<file path="config.mk">
export PLATFORM = sky130hd
export DESIGN_NAME = clock_display_ctrl
export DESIGN_NICKNAME = d
export VERILOG_FILES = /design/src/rtl/clock_display_pkg.sv /design/src/rtl/clock_display_ctrl_seg7_decode.sv /design/src/rtl/clock_display_ctrl.sv
export SDC_FILE = /design/constraint.sdc
export NUM_CORES = 1
export LEC_CHECK = 0
export CORE_ASPECT_RATIO = 1.1
export CORE_UTILIZATION = 59
export CTS_CLUSTER_DIAMETER = 150
export CTS_CLUSTER_SIZE = 28
export DETAILED_ROUTE_END_ITERATION = 10
export PLACE_DENSITY = 0.9
export SYNTH_ARGS = -nofsm -noshare
export SYNTH_HDL_FRONTEND = slang
export SYNTH_SLANG_ARGS = --single-unit
</file>
<file path="constraint.sdc">
create_clock -name clk -period 4.93 [get_ports clk]
set_input_delay 0.986 -clock clk [delete_from_list [all_inputs] [get_ports clk]]
set_output_delay 0.986 -clock clk [all_outputs]
set_load 0.005 [all_outputs]
</file>
<file path="src/rtl/clock_display_pkg.sv">
// clock_display_pkg
// Shared definitions for the MM:SS clock display controller:
//   - mode_e     : operating mode (RUN, SET_MIN, SET_SEC)
//   - BLANK_SEG  : active-low pattern with every segment off
//   - SEG_TABLE  : 16-entry active-low 7-segment table, index = BCD code,
//                  bit0 = segment a ... bit6 = segment g; codes 10-15 blank
//   - bcd60_inc  : increments a two-digit BCD value {tens, ones} modulo 60
package clock_display_pkg;

  typedef enum logic [1:0] {
    MODE_RUN     = 2'd0,
    MODE_SET_MIN = 2'd1,
    MODE_SET_SEC = 2'd2
  } mode_e;

  localparam logic [6:0] BLANK_SEG = 7'h7F;

  // Entry [15] first, entry [0] last.
  localparam logic [15:0][6:0] SEG_TABLE = {
    BLANK_SEG, BLANK_SEG, BLANK_SEG, BLANK_SEG, BLANK_SEG, BLANK_SEG,
    7'h10,  // 9
    7'h00,  // 8
    7'h78,  // 7
    7'h02,  // 6
    7'h12,  // 5
    7'h19,  // 4
    7'h30,  // 3
    7'h24,  // 2
    7'h79,  // 1
    7'h40   // 0
  };

  // {tens, ones} + 1 with ones wrapping 9->0 and tens wrapping 5->0.
  function automatic logic [7:0] bcd60_inc(input logic [7:0] v);
    logic [7:0] r;
    if (v[3:0] == 4'd9) begin
      if (v[7:4] == 4'd5) r = 8'h00;
      else                r = {v[7:4] + 4'd1, 4'd0};
    end else begin
      r = {v[7:4], v[3:0] + 4'd1};
    end
    return r;
  endfunction

endpackage

</file>
<file path="src/rtl/clock_display_ctrl_seg7_decode.sv">
// seg7_decode
// Combinational BCD to active-low 7-segment decoder driven by SEG_TABLE.
// Ports:
//   bcd   in  4  BCD digit (10-15 decode to all segments off)
//   seg_n out 7  segments g..a, active low (bit0 = a)
module seg7_decode
  import clock_display_pkg::*;
(
  input  logic [3:0] bcd,
  output logic [6:0] seg_n
);

  assign seg_n = SEG_TABLE[bcd];

endmodule

</file>
<file path="src/rtl/clock_display_ctrl.sv">
// clock_display_ctrl
// MM:SS clock with a two-button set mode, driving a 4-digit multiplexed
// common-anode 7-segment display. The divider's slow square waves and the
// buttons are synchronised and edge-detected on clk; none is used as a clock.
//
// Parameter:
//   SYNC_STAGES  synchroniser depth on every slow input (must be >= 2)
// Ports:
//   clk        in   system clock
//   reset      in   synchronous active-high reset
//   clk_1Hz    in   rising edge = one second tick
//   clk_400Hz  in   rising edge = advance digit scan
//   clk_5Hz    in   blink phase level (only used with CLOCK_DISPLAY_BLINK_EN)
//   btn_mode   in   rising edge steps RUN -> SET_MIN -> SET_SEC -> RUN
//   btn_inc    in   rising edge increments the field selected by the mode
//   seg_n      out  7 segments g..a, active low
//   an_n       out  4 digit anodes, active low, an_n[0] = seconds ones
//   dp_n       out  decimal point, active low, lit on digit 2 (colon)
//   mode       out  0 = RUN, 1 = SET_MIN, 2 = SET_SEC
//
// Build option:
//   CLOCK_DISPLAY_BLINK_EN  when defined, the field being set blanks while
//                           the synchronised clk_5Hz is high.
module clock_display_ctrl
  import clock_display_pkg::*;
#(
  parameter int SYNC_STAGES = 2
) (
  input  logic       clk,
  input  logic       reset,
  input  logic       clk_1Hz,
  input  logic       clk_400Hz,
  input  logic       clk_5Hz,
  input  logic       btn_mode,
  input  logic       btn_inc,
  output logic [6:0] seg_n,
  output logic [3:0] an_n,
  output logic       dp_n,
  output logic [1:0] mode
);

  localparam int NUM_EDGE  = 4;
  localparam int IDX_1HZ   = 0;
  localparam int IDX_400HZ = 1;
  localparam int IDX_MODE  = 2;
  localparam int IDX_INC   = 3;

  logic [NUM_EDGE-1:0] raw_in;
  logic [NUM_EDGE-1:0] tick;

  assign raw_in = {btn_inc, btn_mode, clk_400Hz, clk_1Hz};

  // Synchroniser + history flop per edge-detected input. Everything resets
  // to 1 so an input held high across reset never yields a tick.
  genvar gi;
  generate
    for (gi = 0; gi < NUM_EDGE; gi++) begin : g_edge
      logic [SYNC_STAGES-1:0] sync_reg;
      logic                   hist_reg;

      always_ff @(posedge clk) begin
        if (reset) begin
          sync_reg <= '1;
          hist_reg <= 1'b1;
        end else begin
          sync_reg <= {sync_reg[SYNC_STAGES-2:0], raw_in[gi]};
          hist_reg <= sync_reg[SYNC_STAGES-1];
        end
      end

      assign tick[gi] = sync_reg[SYNC_STAGES-1] & ~hist_reg;
    end
  endgenerate

`ifdef CLOCK_DISPLAY_BLINK_EN
  // The blink phase is a level, so only the synchroniser is needed.
  logic [SYNC_STAGES-1:0] blink_sync_reg;

  always_ff @(posedge clk) begin
    if (reset) blink_sync_reg <= '1;
    else       blink_sync_reg <= {blink_sync_reg[SYNC_STAGES-2:0], clk_5Hz};
  end
`else
  // Blink disabled: clk_5Hz feeds nothing and is trimmed by synthesis.
  logic unused_clk_5hz;
  assign unused_clk_5hz = clk_5Hz;
`endif

  // ---------------------------------------------------------------------
  // Time, mode and scan state
  // ---------------------------------------------------------------------
  logic [7:0] sec_reg, sec_next;   // {sec_t, sec_o}
  logic [7:0] min_reg, min_next;   // {min_t, min_o}
  mode_e      mode_reg, mode_next;
  logic [1:0] idx_reg, idx_next;

  always_comb begin
    sec_next  = sec_reg;
    min_next  = min_reg;
    mode_next = mode_reg;
    idx_next  = idx_reg + {1'b0, tick[IDX_400HZ]};

    // Time update uses the current mode, so a same-cycle mode tick takes
    // effect only after the tick/increment has been applied.
    case (mode_reg)
      MODE_RUN: begin
        if (tick[IDX_1HZ]) begin
          sec_next = bcd60_inc(sec_reg);
          if (sec_reg == 8'h59) min_next = bcd60_inc(min_reg);
        end
      end
      MODE_SET_MIN: if (tick[IDX_INC]) min_next = bcd60_inc(min_reg);
      MODE_SET_SEC: if (tick[IDX_INC]) sec_next = bcd60_inc(sec_reg);
      default: ;
    endcase

    if (tick[IDX_MODE]) begin
      case (mode_reg)
        MODE_RUN:     mode_next = MODE_SET_MIN;
        MODE_SET_MIN: mode_next = MODE_SET_SEC;
        default:      mode_next = MODE_RUN;
      endcase
    end
  end

  always_ff @(posedge clk) begin
    if (reset) begin
      sec_reg  <= 8'h00;
      min_reg  <= 8'h00;
      mode_reg <= MODE_RUN;
      idx_reg  <= 2'd0;
    end else begin
      sec_reg  <= sec_next;
      min_reg  <= min_next;
      mode_reg <= mode_next;
      idx_reg  <= idx_next;
    end
  end

  assign mode = mode_reg;

  // ---------------------------------------------------------------------
  // Display path (registered outputs)
  // ---------------------------------------------------------------------
  logic [3:0] digit;
  logic [6:0] dec_seg;
  logic       blank;
  logic [6:0] seg_next;
  logic [3:0] an_next;
  logic       dp_next;

  always_comb begin
    case (idx_reg)
      2'd0:    digit = sec_reg[3:0];
      2'd1:    digit = sec_reg[7:4];
      2'd2:    digit = min_reg[3:0];
      default: digit = min_reg[7:4];
    endcase
  end

  seg7_decode u_seg7_decode (
    .bcd   (digit),
    .seg_n (dec_seg)
  );

`ifdef CLOCK_DISPLAY_BLINK_EN
  // idx_reg[1] is set for the minute digits (2, 3).
  assign blank = blink_sync_reg[SYNC_STAGES-1] &
                 (((mode_reg == MODE_SET_MIN) &  idx_reg[1]) |
                  ((mode_reg == MODE_SET_SEC) & ~idx_reg[1]));
`else
  assign blank = 1'b0;
`endif

  assign seg_next = blank ? BLANK_SEG : dec_seg;
  assign an_next  = ~(4'b0001 << idx_reg);
  assign dp_next  = (idx_reg != 2'd2);

  always_ff @(posedge clk) begin
    if (reset) begin
      seg_n <= SEG_TABLE[0];
      an_n  <= 4'b1110;
      dp_n  <= 1'b1;
    end else begin
      seg_n <= seg_next;
      an_n  <= an_next;
      dp_n  <= dp_next;
    end
  end

endmodule

</file>
==> summary.md <==
| Metric | Value |
|---|---|
| # rows | `21` |
| Synth Instances | `196` |
| Unique cell type count in the Yosys netlist | `44` |
| Clock transition at the registers of the reported paths | `0.11 ns` |
| Share of the cycle needed by the critical path after routing | `50.8%` |
| Netlist Area Pre-Place | `1910 um2` |
| Final Hold Viols | `0` |
| Smallest setup slack after layout | `2.42 ns` |
| Final slew viol count | `0` |
| Most common cell after layout, fill and taps aside | `sky130_fd_sc_hd__dfxtp_1` |
| Crit path largest cell delay | `0.60 ns` |
| Number of synthesis warnings | `0` |
| Count of flip-flops with a built-in enable after synthesis | `0` |
| Fmax | `0.399 GHz` |
| Cell leakage power | `0.707 nW` |
| Util after Layout | `70.2%` |
| Cell area power density | `251 nW/um2` |
| Routed wire length | `3340 um` |
| Number of buffers on the longest clock path | `2` |
| Pre-Repair DR Iteration Count | `4` |
| Start-to-end type of the worst setup path | `reg -> out` |
| Average via count per standard cell | `5.92` |
| Capturing point of the worst reg2reg path | `min_reg[5]$_SDFFE_PP0P_` |
| Die outline area | `3480 um2` |
| Setup repair after global routing missed its margin | `no` |
| Area contributors post-synth | `sky130_fd_sc_hd__dfxtp_1 45%, sky130_fd_sc_hd__mux4_2 4.7%, sky130_fd_sc_hd__a21oi_1 4.2%, sky130_fd_sc_hd__ha_1 3.9%, sky130_fd_sc_hd__or2_2 3.9%` |
| Routed length per placed instance | `13.5 um` |
| Maximum ir drop on the vdd rail | `0.226 mV` |
| Post-layout net count | `226` |
| Fin cells | `248` |
| Post CTS Setup Buffer Count | `0` |
| Number of hold-repair buffers added at the cts stage | `0` |
| Final hold slack | `0.415 ns` |
| Leading cell types in the layout, fill and taps excluded | `43 x sky130_fd_sc_hd__dfxtp_1, 19 x sky130_fd_sc_hd__clkdlybuf4s50_1, 16 x sky130_fd_sc_hd__a21oi_1, 14 x sky130_fd_sc_hd__nor2_1, 12 x sky130_fd_sc_hd__or2_2` |
| Outcome | `finished, final reports clean` |
| Max Cap Viol | `0` |
| Worst min path class | `reg -> reg` |
| Total negative slack for setup checks | `0 ns` |
| Worst slew margin relative to its limit | `67.1%` |
| Top-level port count | `21` |
| DP Cell Count | `240` |
| Diodes inserted | `0` |
| Proportion of synthesized flip-flops having asynchronous set or reset | `0%` |
| Post-Synthesis Net Count | `209` |
| Clk Latency, worst-skew pair | `0.34 ns` |
| Endpoint of the worst setup timing path | `mode[0]` |
| Count of cell instances traversed by the critical path | `1` |
| Core Box Area | `3070 um2` |
| Pin slew with the least headroom to its limit | `0.481 ns` |
| Number of antenna violations at the first check in global routing | `0` |
| Depth of the worst register-to-register path | `4` |
| Total routed wire length on the met1 layer | `1420 um` |
| Cells resized by post-CTS repair | `0` |
| Post-place setup slack | `2.68 ns` |
| Worst flop-to-flop path startpoint | `sec_reg[6]$_SDFFE_PP0P_` |
| Cell type with the highest aggregate area in the netlist | `sky130_fd_sc_hd__dfxtp_1` |
| Data required time of the critical path | `3.94 ns` |
| Number of sinks handled by clock tree synthesis | `43` |
| Post-synthesis sequential area ratio | `45.0%` |
| Crit. End Element | `output port` |
| Worst path slowest cell | `sky130_fd_sc_hd__dfxtp_1` |
| 1st-iter DRT viols | `50` |
| Min cycle time layout | `2.51 ns` |
| CTS tree | `built` |
| Total met3 wirelength after detailed routing | `116 um` |
| DPL Wire Length | `2420 um` |
| Residual overflow from global routing | `0` |
| Routability congestion estimate | `0.904` |
| Height of the chip | `61.7 um` |
| Clk Tree Root Cell | `sky130_fd_sc_hd__clkbuf_4` |
| Highest routed metal layer | `met4` |
| Via count | `1467` |
| Chip Width | `56.3 um` |
| Fraction of layout cells with a size suffix above 1 | `15.0%` |
| Area Overhead vs Synth | `12.7%` |
| Sum of buffers and inverters on the critical path | `1` |
| Worst setup path startpoint | `mode[0]$_SDFFE_PP0P_` |
| Global Route Usage Sum | `20.9%` |
| Number of storage elements in the synthesis netlist | `43` |
| Vias in the first global route | `1342` |
| Average instance area after synthesis | `9.77 um2` |
| DRC | `0` |
| Starting utilization of the core area | `62.3%` |
| Commonest register cell after synthesis | `sky130_fd_sc_hd__dfxtp_1` |
| Port Buffer Count | `19` |
| Setup slack, reg-to-reg | `2.82 ns` |
| Post-synth top area share | `45.0%` |
| Maximum net fanout on the critical path | `12` |
| # setup viols final | `0` |
| Clock Skews | `0.0104 ns` |
| Cell family contributing the most delay on the critical path | `flip-flops` |
| Largest net degree at the start of global routing | `44` |
| Level count of the clock H-tree | `2` |
| Kind of start point of the critical path | `flip-flop` |
| Clock buffer count from CTS | `5` |
| Wire length of the first global-routing pass | `5570 um` |
| Cell Chain, Critical Path | `clkdlybuf4s50_1` |
| Met2 WL post-DR | `1700 um` |
| Data arrival time of the critical path | `1.52 ns` |
| Antenna-violating nets left | `0` |
[through the flow]
stage          power, mW  instance area, um2
2_1_floorplan      0.380                1910
3_3_place_gp       0.388                2100
3_5_place_dp       0.390                2100
4_1_cts            0.549                2160
5_1_grt            0.564                2160
6_report           0.542                2160
[Yosys cell counts (2+ instances only)]
cell and n:
sky130_fd_sc_hd__mux2i_1 4, sky130_fd_sc_hd__mux4_2 4, sky130_fd_sc_hd__mux2_2 2, sky130_fd_sc_hd__nand2b_1 4, sky130_fd_sc_hd__nor2_1 14, sky130_fd_sc_hd__nor3b_1 2
sky130_fd_sc_hd__or3_1 3, sky130_fd_sc_hd__xnor2_1 5, sky130_fd_sc_hd__ha_1 6, sky130_fd_sc_hd__o31ai_1 3, sky130_fd_sc_hd__dfxtp_1 43, sky130_fd_sc_hd__nand3_1 3
sky130_fd_sc_hd__clkbuf_1 6, sky130_fd_sc_hd__nand2_1 9, sky130_fd_sc_hd__o21ai_0 7, sky130_fd_sc_hd__inv_1 11, sky130_fd_sc_hd__o21a_1 2, sky130_fd_sc_hd__or2_2 12
sky130_fd_sc_hd__a21oi_1 16, sky130_fd_sc_hd__nor2b_1 6, sky130_fd_sc_hd__or3b_2 3, sky130_fd_sc_hd__or4_1 4, sky130_fd_sc_hd__a2111oi_0 2, sky130_fd_sc_hd__buf_2 2
sky130_fd_sc_hd__a211oi_1 2, sky130_fd_sc_hd__nand3b_1 3
[logic make-up (layout without fill, tap and decap cells)]
logic type,Yosys count,count (layout),share of synthesized area (%)
flip-flops,43,43,45.0
AO/OA/AOI/OAI,42,42,15.0
XOR/XNOR,5,5,2.29
multiplexers,10,10,7.97
buffers and inverters,21,39,4.84
adder cells (fa/ha/maj),6,6,3.92
AND/OR/NAND/NOR,69,69,21.0
[worst min-delay path by stage]
stage | start | to | slack, ns | depth (start not counted)
3_5_place_dp | g_edge[1].sync_reg[0]$_SDFF_PP1_ | g_edge[1].sync_reg[1]$_SDFF_PP1_ | 0.39 | 1
6_report | g_edge[0].sync_reg[0]$_SDFF_PP1_ | g_edge[0].sync_reg[1]$_SDFF_PP1_ | 0.41 | 1
2_1_floorplan | g_edge[0].sync_reg[0]$_SDFF_PP1_ | g_edge[0].sync_reg[1]$_SDFF_PP1_ | 0.39 | 1
3_3_place_gp | g_edge[1].sync_reg[0]$_SDFF_PP1_ | g_edge[1].sync_reg[1]$_SDFF_PP1_ | 0.39 | 1
5_1_grt | g_edge[0].sync_reg[0]$_SDFF_PP1_ | g_edge[0].sync_reg[1]$_SDFF_PP1_ | 0.42 | 1
4_1_cts | g_edge[1].sync_reg[0]$_SDFF_PP1_ | g_edge[1].sync_reg[1]$_SDFF_PP1_ | 0.42 | 1
[power breakdown]
group	leakage, nW	switching, mW	internal (mW)
combinational	0.329	0.0114	0.0135
sequential	0.349	0.00384	0.353
clock	0.0282	0.105	0.0551
[area by class of cell]
type | count | area (um2)
multi-input cells | 132 | 961
clock inverters | 2 | 12.5
fillers | 226 | 917
well taps | 34 | 42.5
inverters | 11 | 41.3
flip-flops and latches | 43 | 861
clock buffers | 6 | 41.3
repair buffers | 20 | 198
[metal layers]
layer	track usage, %	vias to the layer above
met4	12.5	0
met1	22.5	696
li1	-	724
met3	5.18	11
met5	0	-
met2	38.3	36
Note: power is estimated with default switching activity, not from simulation.
